`src/rtl/match_run_detector.sv`:
```
// rtl/match_run_detector.sv - masked bus-equality run counter with threshold detect
// Counts consecutive enabled matching samples and flags once the run reaches thresh.
module match_run_detector #(
  parameter int WIDTH = 4,
  parameter int CNT_W = 4
) (
  input  logic             clk,
  input  logic             rst,
  input  logic             en,
  input  logic             clr,
  input  logic [WIDTH-1:0] a_in,
  input  logic [WIDTH-1:0] b_in,
  input  logic [WIDTH-1:0] mask,
  input  logic [CNT_W-1:0] thresh,
  input  logic             sticky,
  output logic             y_out,
  output logic [CNT_W-1:0] run_len,
  output logic             first_hit
);

  typedef enum logic [1:0] {IDLE, RUN, HIT, LATCH} state_t;

  state_t           state;
  state_t           state_nx;
  logic             match;
  logic [CNT_W-1:0] eff_thresh;
  logic [CNT_W-1:0] run_next;
  logic [CNT_W-1:0] run_nx;
  logic             y_nx;

  assign match      = ((a_in ^ b_in) & mask) == '0;
  assign eff_thresh = (thresh == '0) ? CNT_W'(1) : thresh;
  assign run_next   = (run_len == '1) ? run_len : run_len + CNT_W'(1);

  always_comb begin
    state_nx = IDLE;
    run_nx   = '0;
    y_nx     = 1'b0;
    if (match) begin
      run_nx = run_next;
      if (run_next >= eff_thresh) begin
        state_nx = HIT;
        y_nx     = 1'b1;
      end else if (state == LATCH && sticky) begin
        state_nx = LATCH;
        y_nx     = 1'b1;
      end else begin
        state_nx = RUN;
      end
    end else if ((state == HIT || state == LATCH) && sticky) begin
      // Sticky mismatch keeps the flag but restarts the run count.
      state_nx = LATCH;
      y_nx     = 1'b1;
    end
  end

  always_ff @(posedge clk or posedge rst) begin
    if (rst) begin
      state     <= IDLE;
      run_len   <= '0;
      y_out     <= 1'b0;
      first_hit <= 1'b0;
    end else if (clr) begin
      state     <= IDLE;
      run_len   <= '0;
      y_out     <= 1'b0;
      first_hit <= 1'b0;
    end else if (en) begin
      state     <= state_nx;
      run_len   <= run_nx;
      y_out     <= y_nx;
      first_hit <= y_nx && !y_out;
    end else begin
      first_hit <= 1'b0;
    end
  end

endmodule
```
`config.mk`:
```
export PLATFORM = sky130hd
export DESIGN_NAME = match_run_detector
export DESIGN_NICKNAME = d
export VERILOG_FILES = /design/src/rtl/match_run_detector.sv
export SDC_FILE = /design/constraint.sdc
export NUM_CORES = 1
export LEC_CHECK = 0
export ABC_AREA = 1
export CORE_UTILIZATION = 36
export DETAILED_ROUTE_END_ITERATION = 8
export PLACE_DENSITY = 0.69
export SLEW_MARGIN = 10
export SYNTH_ARGS = -nofsm -noshare
export SYNTH_HDL_FRONTEND = slang
export SYNTH_SLANG_ARGS = --single-unit
```
`constraint.sdc`:
```
create_clock -name clk -period 2.38 [get_ports clk]
set_input_delay 0.595 -clock clk [delete_from_list [all_inputs] [get_ports clk]]
set_output_delay 0.595 -clock clk [all_outputs]
set_load 0.01 [all_outputs]
```
==> summary.md, run 1 <==
| Metric | Value |
|---|---|
| Core area | `1590 um2` |
| Hold buffer count at CTS | `0` |
| GRT overflow | `0` |
| Register area share after synthesis | `0.270` |
| Commonest non-fill, non-tap cells in the layout | `26 x clkdlybuf4s50_1, 25 x nand2_1, 21 x inv_1` |
| Synthesized Nets | `approximately 120` |
| Max VDD drop | `approximately 0.00027 V` |
| Top post-synthesis cells by area | `dfrtp_1 27%, nand2_1 14%, inv_1 12%` |
| Share of cells above drive strength 1 | `0.143` |
| # setup viols final | `0` |
| Gate Count Post-Synth | `96` |
| Leading cell type in the layout, fill and taps excluded | `clkdlybuf4s50_1` |
| Total CTS buffers | `3` |
| DP Wirelength | `about 1100 um` |
| Area leader, netlist | `dfrtp_1` |
| Clk slew on worst S/H paths | `roughly 60 ps` |
| Placed cell count | `146` |
| Post-CTS sizing | `0` |
| #FFs+latches synth | `7` |
| IO Pins | `27` |
| Fmax | `0.496 GHz` |
| Share of the synthesized area in the top cell type | `0.270` |
| Fin cells | `150` |
| GP Congestion | `0.792` |
| Yosys warns | `0` |
| Die area | `about 2000 um2` |
| Crit path to | `y_out$_DFFE_PP0P_` |
| Vias in the first global route | `approximately 630` |
| Critical path capture point type | `flop` |
| Worst Slack Setup Final | `around 360 ps` |
| R2R cell count | `12` |
| CP Buf/Inv Count | `1` |
| Die Span Y | `about 44 um` |
| ANT cells | `0` |
| Worst EP required | `about 2500 ps` |
| Hold Path Class | `reg2reg` |
| IO buf count | `26` |
| Critical-path maximum fanout | `4` |
| Root buffer cell | `clkbuf_4` |
| Routed WL per cell | `~8.7 um` |
| Syn_area_per_cell | `about 6.8 um2` |
| Die Wd | `about 44 um` |
| RR Endpoint | `y_out$_DFFE_PP0P_` |
| Avg Vias per Cell | `~4.5` |
| Drt pass-1 iters | `3` |
| Area grow syn2layout | `48.7%` |
| Initial Util | `0.407` |
| Synth async-reset ratio | `1.00` |
| Crit. Startpoint | `run_len[0]$_DFFE_PP0P_` |
| Global-route wire length before repair | `about 2500 um` |
| CP arrival | `about 2200 ps` |
| Crit path kind | `reg2reg` |
| Worst relative slew slack | `0.792` |
| Clk sinks | `7` |
| Largest net degree at the start of global routing | `8` |
| CTS tree | `done` |
| Number of setup buffers added after CTS | `0` |
| CP top delay family | `adder cells` |
| Crit-path slowest cell | `dfrtp_1` |
| Static leakage | `0.480 nW` |
| GRT Util Overall | `0.171` |
| Outcome | `completed` |
| Clock Skews | `between 4 and 5 ps` |
| DRT antenna net count | `0` |
| Pwr Density | `between 300 and 400 nW/um2` |
| Worst Tran Pin Value | `311 ps` |
| DRC Markers | `0` |
| RSZ-0062 raised after global routing | `false` |
| Initial antenna violation count | `0` |
| Fin util | `0.606` |
| Final Hold Fails | `0` |
| Detailed-route via count | `between 600 and 700` |
| Reg-to-reg startpoint | `run_len[0]$_DFFE_PP0P_` |
| Number of synthesized flops with an enable pin | `0` |
| Cell Area, Synth | `around 650 um2` |
| Max incr delay on CP | `around 400 ps` |
| Layout Nets | `approximately 150` |
| Routed WL | `between 1000 and 1500 um` |
| Rows | `14` |
| DRT iter0 DRCs | `7` |
| Worst path depth | `12` |
| Top cell by count, worst path | `nand2_1` |
| Reg2Reg Setup Slack | `between 300 and 400 ps` |
| Crit-path cells | `ha_1, nand2_1, nand2_1, o21ai_1, inv_1, ha_1, a21oi_1, nand3_1, nor2_1, nand2_2, nand4_1, nand2_1` |
| Most common flop cell mapped by yosys | `dfrtp_1` |
| Clock Latency Late Sink | `around 260 ps` |
| Pre-CTS setup slack | `approximately 130 ps` |
| Final Cycle Share | `0.847` |
| Max-cap violations | `0` |
| Netlist cell types | `20` |
| Clk buf depth | `2` |
| Final slew viol count | `0` |
| Setup TNS | `0 ps` |
| H-tree depth | `1` |
| Final Power | `between 0.3 and 0.4 mW` |
| Post-route minimum period | `~2000 ps` |
| Startpoint types | `flop` |
[layer usage]
layer	track usage	vias up	wire length, um
li1	-	359	-
met1	0.207	285	595
met2	0.288	22	629
met3	0.0612	3	77
met4	0.0364	0	8
met5	0	-	0
[synthesized netlist by cell type, types with 2 or more instances]
master,n
nand2_1,25
nand2_2,4
nand3_1,4
inv_1,21
nand3_2,4
o21ai_1,4
nor2_2,2
nor2_1,8
o22ai_1,2
dfrtp_1,7
nand4_1,2
ha_1,5
[cell families (layout without fill, tap and decap cells)]
logic type	after synthesis	count (layout)	share of synthesized area
simple gates	51	51	0.395
buf+inv	22	52	0.127
compound gates	9	9	0.0848
flops	7	7	0.270
fa+ha+maj	5	5	0.0963
xor+xnor	2	2	0.0270
[worst min-delay path by stage]
stage / from / to / cells past startpoint
finish: y_out$_DFFE_PP0P_ / y_out$_DFFE_PP0P_ / 2
global route: rst / run_len[2]$_DFFE_PP0P_ / 2
CTS: y_out$_DFFE_PP0P_ / y_out$_DFFE_PP0P_ / 2
detailed placement: y_out$_DFFE_PP0P_ / y_out$_DFFE_PP0P_ / 2
global placement: y_out$_DFFE_PP0P_ / y_out$_DFFE_PP0P_ / 2
floorplan: rst / first_hit$_DFF_PP0_ / 1
[cell type report]
type,count,area (um2)
Fill cell,167,628
Timing Repair Buffer,26,260
Tap cell,24,30.0
Inverter,22,82.6
Multi-Input combinational cell,67,392
Sequential cell,7,175
Clock buffer,4,26.3
[where the power goes]
part / total [mW] / switching (mW) / leakage, nW / internal (mW)
sequential: 0.128 / 0.00362 / 0.0962 / 0.124
combinational: 0.114 / 0.0535 / 0.369 / 0.0604
clock: 0.113 / 0.0483 / 0.0150 / 0.0643
total: 0.354 / 0.105 / 0.480 / 0.249
[flip-flops by register name, summed over array words and instances (netlist names)]
name and flops:
first_hit 1, run_len 4, y_out 1, state 1
[per-stage QoR]
step	hold WS, ps	area, um2
2_1_floorplan	398	649
6_report	536	966
4_1_cts	544	966
3_5_place_dp	532	940
5_1_grt	582	966
3_3_place_gp	517	940
[worst register-to-register path, cell delays in order, from the launching register on]
cell     delay (ps)
dfrtp_1         400
ha_1            260
nand2_1          70
nand2_1          50
o21ai_1         160
inv_1            60
ha_1            320
a21oi_1         150
nand3_1         120
nor2_1          140
nand2_2          70
nand4_1          70
nand2_1          50
(Power assumes the default switching activity.)
==> inputs of run 2 (changes only) <==
- PLACE_DENSITY: 0.69 -> 0.72
- clock period: 2.38 -> 1.69 ns (I/O delays scaled with it)
==> summary.md, run 2 (same netlist as run 1, synthesis figures left out) <==
| Metric | Value |
|---|---|
| Final Cycle Share | `1.09 (+0.248)` |
| Max-cap violations | `0 (unchanged)` |
| Largest register FFs | `4 (unchanged)` |
| Critical path capture point type | `flop` |
| Hold Path Class | `in2async` |
| Final slew viol count | `0 (unchanged)` |
| Crit path kind | `reg2reg` |
| Placed cell count | `155 (+6.2%)` |
| GRT Util Overall | `0.181 (+0.0107)` |
| Rows | `14 (unchanged)` |
| Pre-CTS setup slack | `-398 ps (-532 ps)` |
| Post-route minimum period | `1850 ps (-165 ps)` |
| Static leakage | `0.591 nW (+23%)` |
| Avg Vias per Cell | `4.73 (+6.1%)` |
| Die Span Y | `44.5 um (unchanged)` |
| DRT iter0 DRCs | `16 (+9)` |
| Drt pass-1 iters | `4 (+1)` |
| Filler instances | `124 (-26%)` |
| Core area | `1590 um2 (unchanged)` |
| Pwr Density | `464 nW/um2 (+26%)` |
| Critical-path maximum fanout | `3 (-1)` |
| Reg2Reg Setup Slack | `-160 ps (-520 ps)` |
| Share of cells above drive strength 1 | `0.314 (+0.171)` |
| DP Wirelength | `1270 um (+11%)` |
| Initial antenna violation count | `0 (unchanged)` |
| DRT antenna net count | `0 (unchanged)` |
| Startpoint types | `flop` |
| IO buf count | `26 (unchanged)` |
| CP arrival | `1990 ps (-180 ps)` |
| H-tree depth | `1 (unchanged)` |
| Worst EP required | `1830 ps (-700 ps)` |
| Worst Tran Pin Value | `292 ps (-18.5 ps)` |
| Outcome | `finished with violations` |
| Die area | `1980 um2 (unchanged)` |
| Largest net degree at the start of global routing | `8 (unchanged)` |
| Clk slew on worst S/H paths | `60 ps (about the same)` |
| Fin cells | `161 (+7.3%)` |
| Final Hold Fails | `0 (unchanged)` |
| GRT overflow | `0 (unchanged)` |
| ANT cells | `0 (unchanged)` |
| Vias in the first global route | `722 (+15%)` |
| Die Wd | `44.5 um (unchanged)` |
| Worst Slack Setup Final | `-160 ps (-525 ps)` |
| Clk sinks | `7 (unchanged)` |
| DRC Markers | `0 (unchanged)` |
| Routed WL | `1710 um (+30%)` |
| Final Power | `0.535 mW (+51%)` |
| # setup viols final | `3 (+3)` |
| Failing checks | `negative setup slack` |
| CTS tree | `done` |
| Routed WL per cell | `10.6 um (+21%)` |
| Layout Nets | `164 (+7.2%)` |
| Commonest non-fill, non-tap cells in the layout | `22 x nand2_1, 22 x clkdlybuf4s50_1, 20 x inv_1` |
| Clk buf depth | `2 (unchanged)` |
| Detailed-route via count | `762 (+14%)` |
| Initial Util | `0.407 (unchanged)` |
| Max VDD drop | `0.000268 V (+1.1%)` |
| GP Congestion | `0.832 (+5.1%)` |
| Clock Latency Late Sink | `250 ps (about the same)` |
| Global-route wire length before repair | `2660 um (+5.8%)` |
| Root buffer cell | `clkbuf_4` |
| Worst relative slew slack | `0.804 (+0.0124)` |
| RSZ-0062 raised after global routing | `true` |
| Clock Skews | `1.42 ps (-3.45 ps)` |
| Area grow syn2layout | `77.8%` |
| Total CTS buffers | `3 (unchanged)` |
| IO Pins | `27 (unchanged)` |
| Biggest register | `run_len` |
| Fmax | `0.541 GHz (+8.9%)` |
-- run 2: cell types whose count changed in the layout (fill, tap and decap cells not counted), sizes merged --
cell           change
buf               +11
clkdlybuf4s50      -4
dlygate4sd2        +2
dlymetal6s2s       +2
-- run 2: worst max-delay path, cell delays in order, from the launching register on --
cell and delay (ps):
dfrtp_1 400, ha_4 190, nand2_1 60, nand2_1 60
o21ai_2 140, inv_1 80, ha_4 240, a21oi_4 140
nand3_2 90, nor2_2 100, nand2_2 70, nand4_1 80
nand2_1 70
-- run 2: area by class of cell --
type	count	area, um2	share of cell area
Clock buffer	4	26.3	0.0228
Inverter	22	82.6	0.0715
Multi-Input combinational cell	67	494	0.428
Sequential cell	7	176	0.153
Tap cell	24	30.0	0.0260
Timing Repair Buffer	37	345	0.299
-- run 2: through the flow --
step	hold slack, ps	setup TNS (ps)	instance area, um2	util
floorplan	226	-222	668	-
global placement	522	-894	1030	0.644
detailed placement	522	-951	1030	0.644
CTS	405	-223	1100	0.692
global route	409	-604	1150	0.724
finish	394	-320	1150	0.724
-- run 2: final timing paths --
kind                                   startpoint                      to  cells past startpoint
max                        run_len[0]$_DFFE_PP0P_       y_out$_DFFE_PP0P_                     12
max in group asynchronous                     rst  run_len[2]$_DFFE_PP0P_                      2
min in group clk             state[0]$_DFFE_PP0P_    state[0]$_DFFE_PP0P_                      2
max reg2reg                run_len[0]$_DFFE_PP0P_       y_out$_DFFE_PP0P_                     12
min                                           rst  run_len[0]$_DFFE_PP0P_                      2
min reg2reg                  state[0]$_DFFE_PP0P_    state[0]$_DFFE_PP0P_                      2
-- run 2: power breakdown --
part	switching [mW]	leakage [nW]	total (mW)	internal, mW
sequential	0.00511	0.0945	0.180	0.175
combinational	0.0920	0.481	0.198	0.106
clock	0.0668	0.0150	0.157	0.0904
-- run 2: layer usage --
| metal | routed length, um | vias up | track usage |
|---|---|---|---|
| met5 | 0 | - | 0 |
| met4 | 59 | 0 | 0.0970 |
| met3 | 82 | 8 | 0.0122 |
| met2 | 964 | 38 | 0.368 |
| met1 | 601 | 337 | 0.177 |
| li1 | - | 379 | - |
-- run 2: what timing repair did --
action,CTS,global route
gates resized for setup,9,11
pin swaps,8,1
endpoints found under the setup margin,4,5
buffers inserted,2,0
hold buffers,0,0
